===== config.mk =====
export PLATFORM = sky130hd
export DESIGN_NAME = full_adder_unit
export DESIGN_NICKNAME = d
export VERILOG_FILES = /design/src/rtl/full_adder_unit.sv
export SDC_FILE = /design/constraint.sdc
export NUM_CORES = 1
export LEC_CHECK = 0
export BUFFER_PORTS_ARGS = -buffer_cell sky130_fd_sc_hd__clkbuf_2
export CORE_AREA = 2 2 39 41
export DETAILED_ROUTE_END_ITERATION = 8
export DIE_AREA = 0 0 41 43
export MAX_ROUTING_LAYER = met4
export SLEW_MARGIN = 40
export SYNTH_ARGS = -nofsm -noshare
export SYNTH_HDL_FRONTEND = slang
export SYNTH_SLANG_ARGS = --single-unit

===== constraint.sdc =====
create_clock -name clk -period 1.2 [get_ports clk]
set_input_delay 0.24 -clock clk [delete_from_list [all_inputs] [get_ports clk]]
set_output_delay 0.24 -clock clk [all_outputs]
set_load 0.1 [all_outputs]

===== src/rtl/full_adder_unit.sv =====
`default_nettype none
// ============================================================================
//  Module      : full_adder_unit
//  Description : Parameterizable ripple-carry adder built as a chain of 1-bit
//                full-adder cells. Computes {cout,s} = a + b + cin and flags
//                two's-complement overflow. Outputs are either registered
//                (REG_OUT=1, 1-cycle latency) or purely combinational
//                (REG_OUT=0).
//
//  Parameters  : WIDTH   - operand/sum width in bits (1..64)
//                REG_OUT - 1: registered outputs, 0: combinational outputs
//
//  Ports       : clk       in   clock, rising edge
//                rst       in   synchronous active-high reset
//                in_valid  in   a/b/cin valid this cycle
//                a, b      in   WIDTH-bit operands
//                cin       in   carry-in
//                s         out  WIDTH-bit sum, (a+b+cin) mod 2^WIDTH
//                cout      out  carry out of the MSB
//                ovf       out  signed overflow (carry into MSB ^ carry out)
//                out_valid out  s/cout/ovf qualifier
//
//  Revision    : 1.0 - initial release
// ============================================================================
module full_adder_unit #(
  parameter int WIDTH   = 1,
  parameter bit REG_OUT = 1'b1
) (
  input  logic             clk,
  input  logic             rst,
  input  logic             in_valid,
  input  logic [WIDTH-1:0] a,
  input  logic [WIDTH-1:0] b,
  input  logic             cin,
  output logic [WIDTH-1:0] s,
  output logic             cout,
  output logic             ovf,
  output logic             out_valid
);

  // --------------------------------------------------------------------------
  // Ripple-carry chain. c_d[i] is the carry into bit i; c_d[0] is cin and
  // c_d[WIDTH] is the carry out of the MSB.
  // --------------------------------------------------------------------------
  logic [WIDTH:0]   c_d;
  logic [WIDTH-1:0] s_d;
  logic             cout_d;
  logic             ovf_d;

  assign c_d[0] = cin;

  generate
    for (genvar i = 0; i < WIDTH; i++) begin : g_cell
      logic w_p;  // propagate
      logic w_g;  // generate
      assign w_p        = a[i] ^ b[i];
      assign w_g        = a[i] & b[i];
      assign s_d[i]     = w_p ^ c_d[i];
      assign c_d[i+1]   = w_g | (c_d[i] & w_p);
    end : g_cell
  endgenerate

  assign cout_d = c_d[WIDTH];
  // For WIDTH=1 this reduces to cout ^ cin, since c_d[0] is cin.
  assign ovf_d  = c_d[WIDTH] ^ c_d[WIDTH-1];

  // --------------------------------------------------------------------------
  // Output stage
  // --------------------------------------------------------------------------
  generate
    if (REG_OUT) begin : g_reg
      logic [WIDTH-1:0] s_q;
      logic             cout_q;
      logic             ovf_q;
      logic             valid_q;

      // Result is captured every cycle; out_valid alone says whether it
      // belongs to a real operation. Reset clears everything so no stale
      // valid survives a mid-stream reset.
      always_ff @(posedge clk) begin
        if (rst) begin
          s_q     <= '0;
          cout_q  <= 1'b0;
          ovf_q   <= 1'b0;
          valid_q <= 1'b0;
        end else begin
          s_q     <= s_d;
          cout_q  <= cout_d;
          ovf_q   <= ovf_d;
          valid_q <= in_valid;
        end
      end

      assign s         = s_q;
      assign cout      = cout_q;
      assign ovf       = ovf_q;
      assign out_valid = valid_q;
    end : g_reg
    else begin : g_comb
      // clk has no function here; rst only gates the valid qualifier.
      logic w_unused_clk;
      assign w_unused_clk = clk;

      assign s         = s_d;
      assign cout      = cout_d;
      assign ovf       = ovf_d;
      assign out_valid = in_valid & ~rst;
    end : g_comb
  endgenerate

endmodule : full_adder_unit
`default_nettype wire


==> run metrics, run 1 <==
result of the run complete, no violations; post-detailed-routing wire length around 270 um; Crit Path Max Fanout 1; antenna violation net count after detailed routing 0; slew of the pin with the lowest slew margin about 0.11 ns; PwrDens around 1700 mW/mm^2; proportion of total power due to net switching about a third; critical path endpoint out_valid; combined area of all synthesized cells between 100 and 150 um^2; number of global-route vias before repair about 110; worst min-delay path class in -> reg; crit path kind reg -> out; H-tree level count 1; fillcell total around 150; yosys synthesis warning count 0; Slew HR 92.3%; antenna violations before repair 0; number of buffers created by CTS 3; post-synthesis instance total 10; share of layout cells above drive strength 1 a little over half; leading cell types in the layout, fill and taps excluded sky130_fd_sc_hd__clkbuf_2, sky130_fd_sc_hd__dfxtp_1, sky130_fd_sc_hd__buf_12; ports placed on the boundary 10; count of buffers inserted at the top-level ports 9; first-pass GRT wire length 441 um; CTS tree built; maximum count of clock buffers along a single path 2; Post-Syn Area per Cell 13.1 um^2; Worst Setup End Kind output port; LEAKAGE between 0.1 and 0.15 nW; routed length per instance about 7 um; area added between synthesis and finish 112%; CP Launch Type flop; hold wc startpoint rst; CP bufs+invs 1; clock sink count 4; vias per cell about 2.9; unrepaired setup endpoints after global routing no; crit path max-delay cell type sky130_fd_sc_hd__dfxtp_1; count of routing violations after the opening detailed-route iteration 3; source of the critical timing path out_valid$_SDFF_PP0_; data arrival time at the worst-slack endpoint around 0.77 ns; flip-flop and latch count after synthesis 4; Sequential Power Share 32.5%; total overflow reported by the global router 0; width of the die 41 um; area enclosed by the die boundary approximately 0.0018 mm^2; total negative slack 0 ns; number of vias after detailed routing around 110; setup slack after placement around 0.085 ns; peak per-stage delay on the critical path 0.35 ns; hold-fix buffer count after cts 0; post-cts repair resize count 0; internal power between 300 and 400 uW; vertical die dimension ~43 um; last weighted congestion value of the routability-driven placer 0.538; effective utilization at floorplan under 10%; number of setup buffers added after CTS 0; worst-case setup margin in the final layout ~0.19 ns; fraction of the cycle the final worst path needs around 84%; number of failing hold endpoints at the final stage 0; fraction of power consumed by the clock network a little over a third; total power 472 uW; sequential share of the synthesized area roughly three fifths; number of distinct library cells after synthesis 5; fin. max-slew vios 0; number of iterations in the first detailed-routing pass 3; largest net degree at the start of global routing 5; Crit. path cell count 1; Net count, final 31; # DRC 0; Worst Path Required about 0.96 ns; chain of cells forming the critical path buf_12; Worst path top cell family by delay flip-flops; commonest non-fill, non-tap cell in the layout sky130_fd_sc_hd__clkbuf_2; Min Clock Period, post-route roughly 1.0 ns; share of total power in combinational logic a little under a third; GRT Util Overall around 4.9%; highest ir drop seen on vdd approximately 0.63 mV; area of the core between 0.001 and 0.0015 mm^2; P_sw approximately 160 uW; top achievable clock speed approximately 990 MHz; Maximum Capacitance Violations 0; Synth Net Count 17; clock tree root buffer cell sky130_fd_sc_hd__clkbuf_4; diode count 0; clock slew seen by the registers of the worst setup and hold paths around 0.040 ns; Setup violations, final 0; number of placement rows 14
## cell usage after synthesis
cell / number / area share [%]
sky130_fd_sc_hd__dfxtp_1: 4 / 61
sky130_fd_sc_hd__nor2b_1: 3 / 14
sky130_fd_sc_hd__fa_1: 1 / 15
sky130_fd_sc_hd__nor2_1: 1 / 2.9
sky130_fd_sc_hd__xnor2_1: 1 / 6.7
## state kept, by name, indices dropped and copies added, names as in the netlist
signal,flops
cout,1
out_valid,1
ovf,1
s,1
## final cells by class
type | instances | area (um^2) | share of cell area [%]
Sequential cell | 4 | 80.1 | 28.7
Tap cell | 16 | 20.0 | 7.17
Clock buffer | 3 | 22.5 | 8.07
Timing Repair Buffer | 9 | 105 | 37.7
Multi-Input combinational cell | 6 | 51.3 | 18.4
## kinds of logic after synthesis
logic type | count (synthesis) | share of synthesized area, %
xor gates and xnor gates | 1 | 6.67
adders and majority gates | 1 | 15.2
DFF | 4 | 61.0
and+or+nand+nor | 4 | 17.1
## per-stage QoR
stage,cells,util (%),area (um^2),hold slack [ns]
after CTS,38,20.2,279,0.199
after detailed placement,35,18.5,256,0.454
final,38,20.2,279,0.212
after global routing,38,20.2,279,0.202
after floorplan,10,-,131,0.312
after global placement,35,18.5,256,0.452
## metal layers
layer	part of all wire, %	up-vias	track usage, %
met2	31	12	3.75
met3	25	2	6.81
met1	42	43	4.53
met4	1.5	0	6.00
li1	-	54	-
met5	0	-	-
## worst min path at each step
stage,cells after the start,to
floorplan,1,cout$_SDFF_PP0_
global placement,2,out_valid$_SDFF_PP0_
detailed placement,2,cout$_SDFF_PP0_
CTS,2,cout$_SDFF_PP0_
global route,2,cout$_SDFF_PP0_
finish,2,cout$_SDFF_PP0_
## power groups by stage
stage | Sequential, mW | Clock [mW] | Combinational (mW)
2_1_floorplan | 0.227 | 0 | 0.0137
3_5_place_dp | 0.156 | 0 | 0.150
5_1_grt | 0.154 | 0.197 | 0.154
4_1_cts | 0.153 | 0.181 | 0.150
6_report | 0.153 | 0.170 | 0.148
3_3_place_gp | 0.155 | 0 | 0.148
Power figures use the tool's default switching activity.
==> run 2: changes to the inputs <==
clock period = 0.9 ns   (was 1.2 ns; I/O delays follow)
==> run 2 against run 1 <==
The flow now finishes with violations (setup timing). Design area up 5.4%. Sequential share of layout area up 0.24 points. Sequential power up 35%. Utilization up 1.1 points. Total power up 33%. Non-clock buffer count up 1. Clock power up 28%. Critical path type unchanged. Largest cell class unchanged.
==> run metrics, run 2 (synthesis results as in run 1) <==
fin. max-slew vios 0; share of layout cells above drive strength 1 78.3%; diode count 0; area enclosed by the die boundary roughly 0.0018 mm^2; antenna violation net count after detailed routing 0; share of total power in combinational logic 32.1%; commonest non-fill, non-tap cell in the layout sky130_fd_sc_hd__clkbuf_2; worst-case setup margin in the final layout -0.0143 ns; area of the core 0.00138 mm^2; last weighted congestion value of the routability-driven placer slightly below 0.6; Sequential Power Share 33.1%; width of the die approximately 41 um; peak per-stage delay on the critical path 0.33 ns; PwrDens approximately 2100 mW/mm^2; number of iterations in the first detailed-routing pass 1; number of buffers created by CTS 3; maximum count of clock buffers along a single path 2; antenna violations before repair 0; count of buffers inserted at the top-level ports 9; Hold Crit Depth 2; proportion of total power due to net switching 32.6%; highest ir drop seen on vdd around 0.62 mV; total overflow reported by the global router 0; H-tree level count 1; clock slew seen by the registers of the worst setup and hold paths about 0.04 ns; crit path kind reg -> out; Maximum Capacitance Violations 0; worst hold margin approximately 0.14 ns; Min Clock Period, post-route 0.914 ns; chain of cells forming the critical path buf_12; number of vias after detailed routing 100; fraction of power consumed by the clock network 34.8%; violated checks setup timing; vertical die dimension between 40 and 50 um; number of placement rows 14; slew of the pin with the lowest slew margin approximately 0.11 ns; total negative slack -0.0430 ns; worst min-delay path class in -> reg; count of routing violations after the opening detailed-route iteration 0; first-pass GRT wire length between 400 and 500 um; Worst Path Required approximately 0.7 ns; effective utilization at floorplan approximately a tenth; hold-fix buffer count after cts 0; Crit Path Max Fanout 1; Worst path top cell family by delay flip-flops; Slew HR between 90% and 100%; leading cell types in the layout, fill and taps excluded sky130_fd_sc_hd__clkbuf_2, sky130_fd_sc_hd__dfxtp_2, sky130_fd_sc_hd__buf_12; clock sink count 4; CP bufs+invs 1; clock tree root buffer cell sky130_fd_sc_hd__clkbuf_4; data arrival time at the worst-slack endpoint approximately 0.73 ns; crit path max-delay cell type sky130_fd_sc_hd__dfxtp_2; ports placed on the boundary 10; vias per cell approximately 2.6; Worst Setup End Kind output port; GRT Util Overall under 10%; number of failing hold endpoints at the final stage 0; area added between synthesis and finish 124%; top achievable clock speed 1090 MHz; largest net degree at the start of global routing 5; post-cts repair resize count 0; post-detailed-routing wire length 238 um; internal power 423 uW; # DRC 0; fraction of the cycle the final worst path needs 102%; LEAKAGE roughly 0.13 nW; P_sw ~200 uW; routed length per instance between 6 and 7 um; Crit. path cell count 1; CP Launch Type flop; number of global-route vias before repair around 110; Net count, final 32; unrepaired setup endpoints after global routing yes; Setup violations, final 4; result of the run finished with violations; CTS tree built
==> run 2: worst paths after layout <==
path | startpoint | end
hold / removal | rst | out_valid$_SDFF_PP0_
setup / recovery | out_valid$_SDFF_PP0_ | out_valid
==> run 2: power groups by stage <==
stage / clock [mW] / sequential (mW) / combinational (mW)
after floorplan: 0 / 0.307 / 0.0187
after global placement: 0 / 0.210 / 0.202
after detailed placement: 0 / 0.211 / 0.204
after CTS: 0.235 / 0.208 / 0.204
after global routing: 0.240 / 0.209 / 0.212
final: 0.218 / 0.207 / 0.202
==> run 2: through the flow <==
stage	instances	power, mW	utilization, %	cell area, um^2	setup WS [ns]
2_1_floorplan	10	0.326	-	139	0.0205
3_3_place_gp	36	0.412	19.6	272	-0.0967
3_5_place_dp	36	0.414	19.6	272	-0.126
4_1_cts	39	0.646	21.2	294	-0.0310
5_1_grt	39	0.661	21.2	294	-0.0392
6_report	39	0.627	21.2	294	-0.0143
==> run 2: what timing repair did <==
| item | 4_1_cts | 5_1_grt |
|---|---|---|
| setup endpoints to repair | 4 | 4 |
| setup buffers | 0 | 0 |
| gates cloned | 0 | 0 |
==> run 2: final cells by class <==
cell class                 count  area [um^2]
clock buffer                   3         22.5
fill                         143         1090
multi-input combinational      6         53.8
sequential                     4         85.1
tap                           16         20.0
timing repair buffer          10          113
==> run 2: layer usage <==
layer  wire [um]  up-vias  part of all wire (%)  global-route usage, %
li1            -       56                     -                      -
met5           0        -                     0                      -
met3          43        0                    18                   4.71
met1         117       34                    49                   5.54
met2          77       10                    32                   2.81
met4           0        0                     0                   6.00
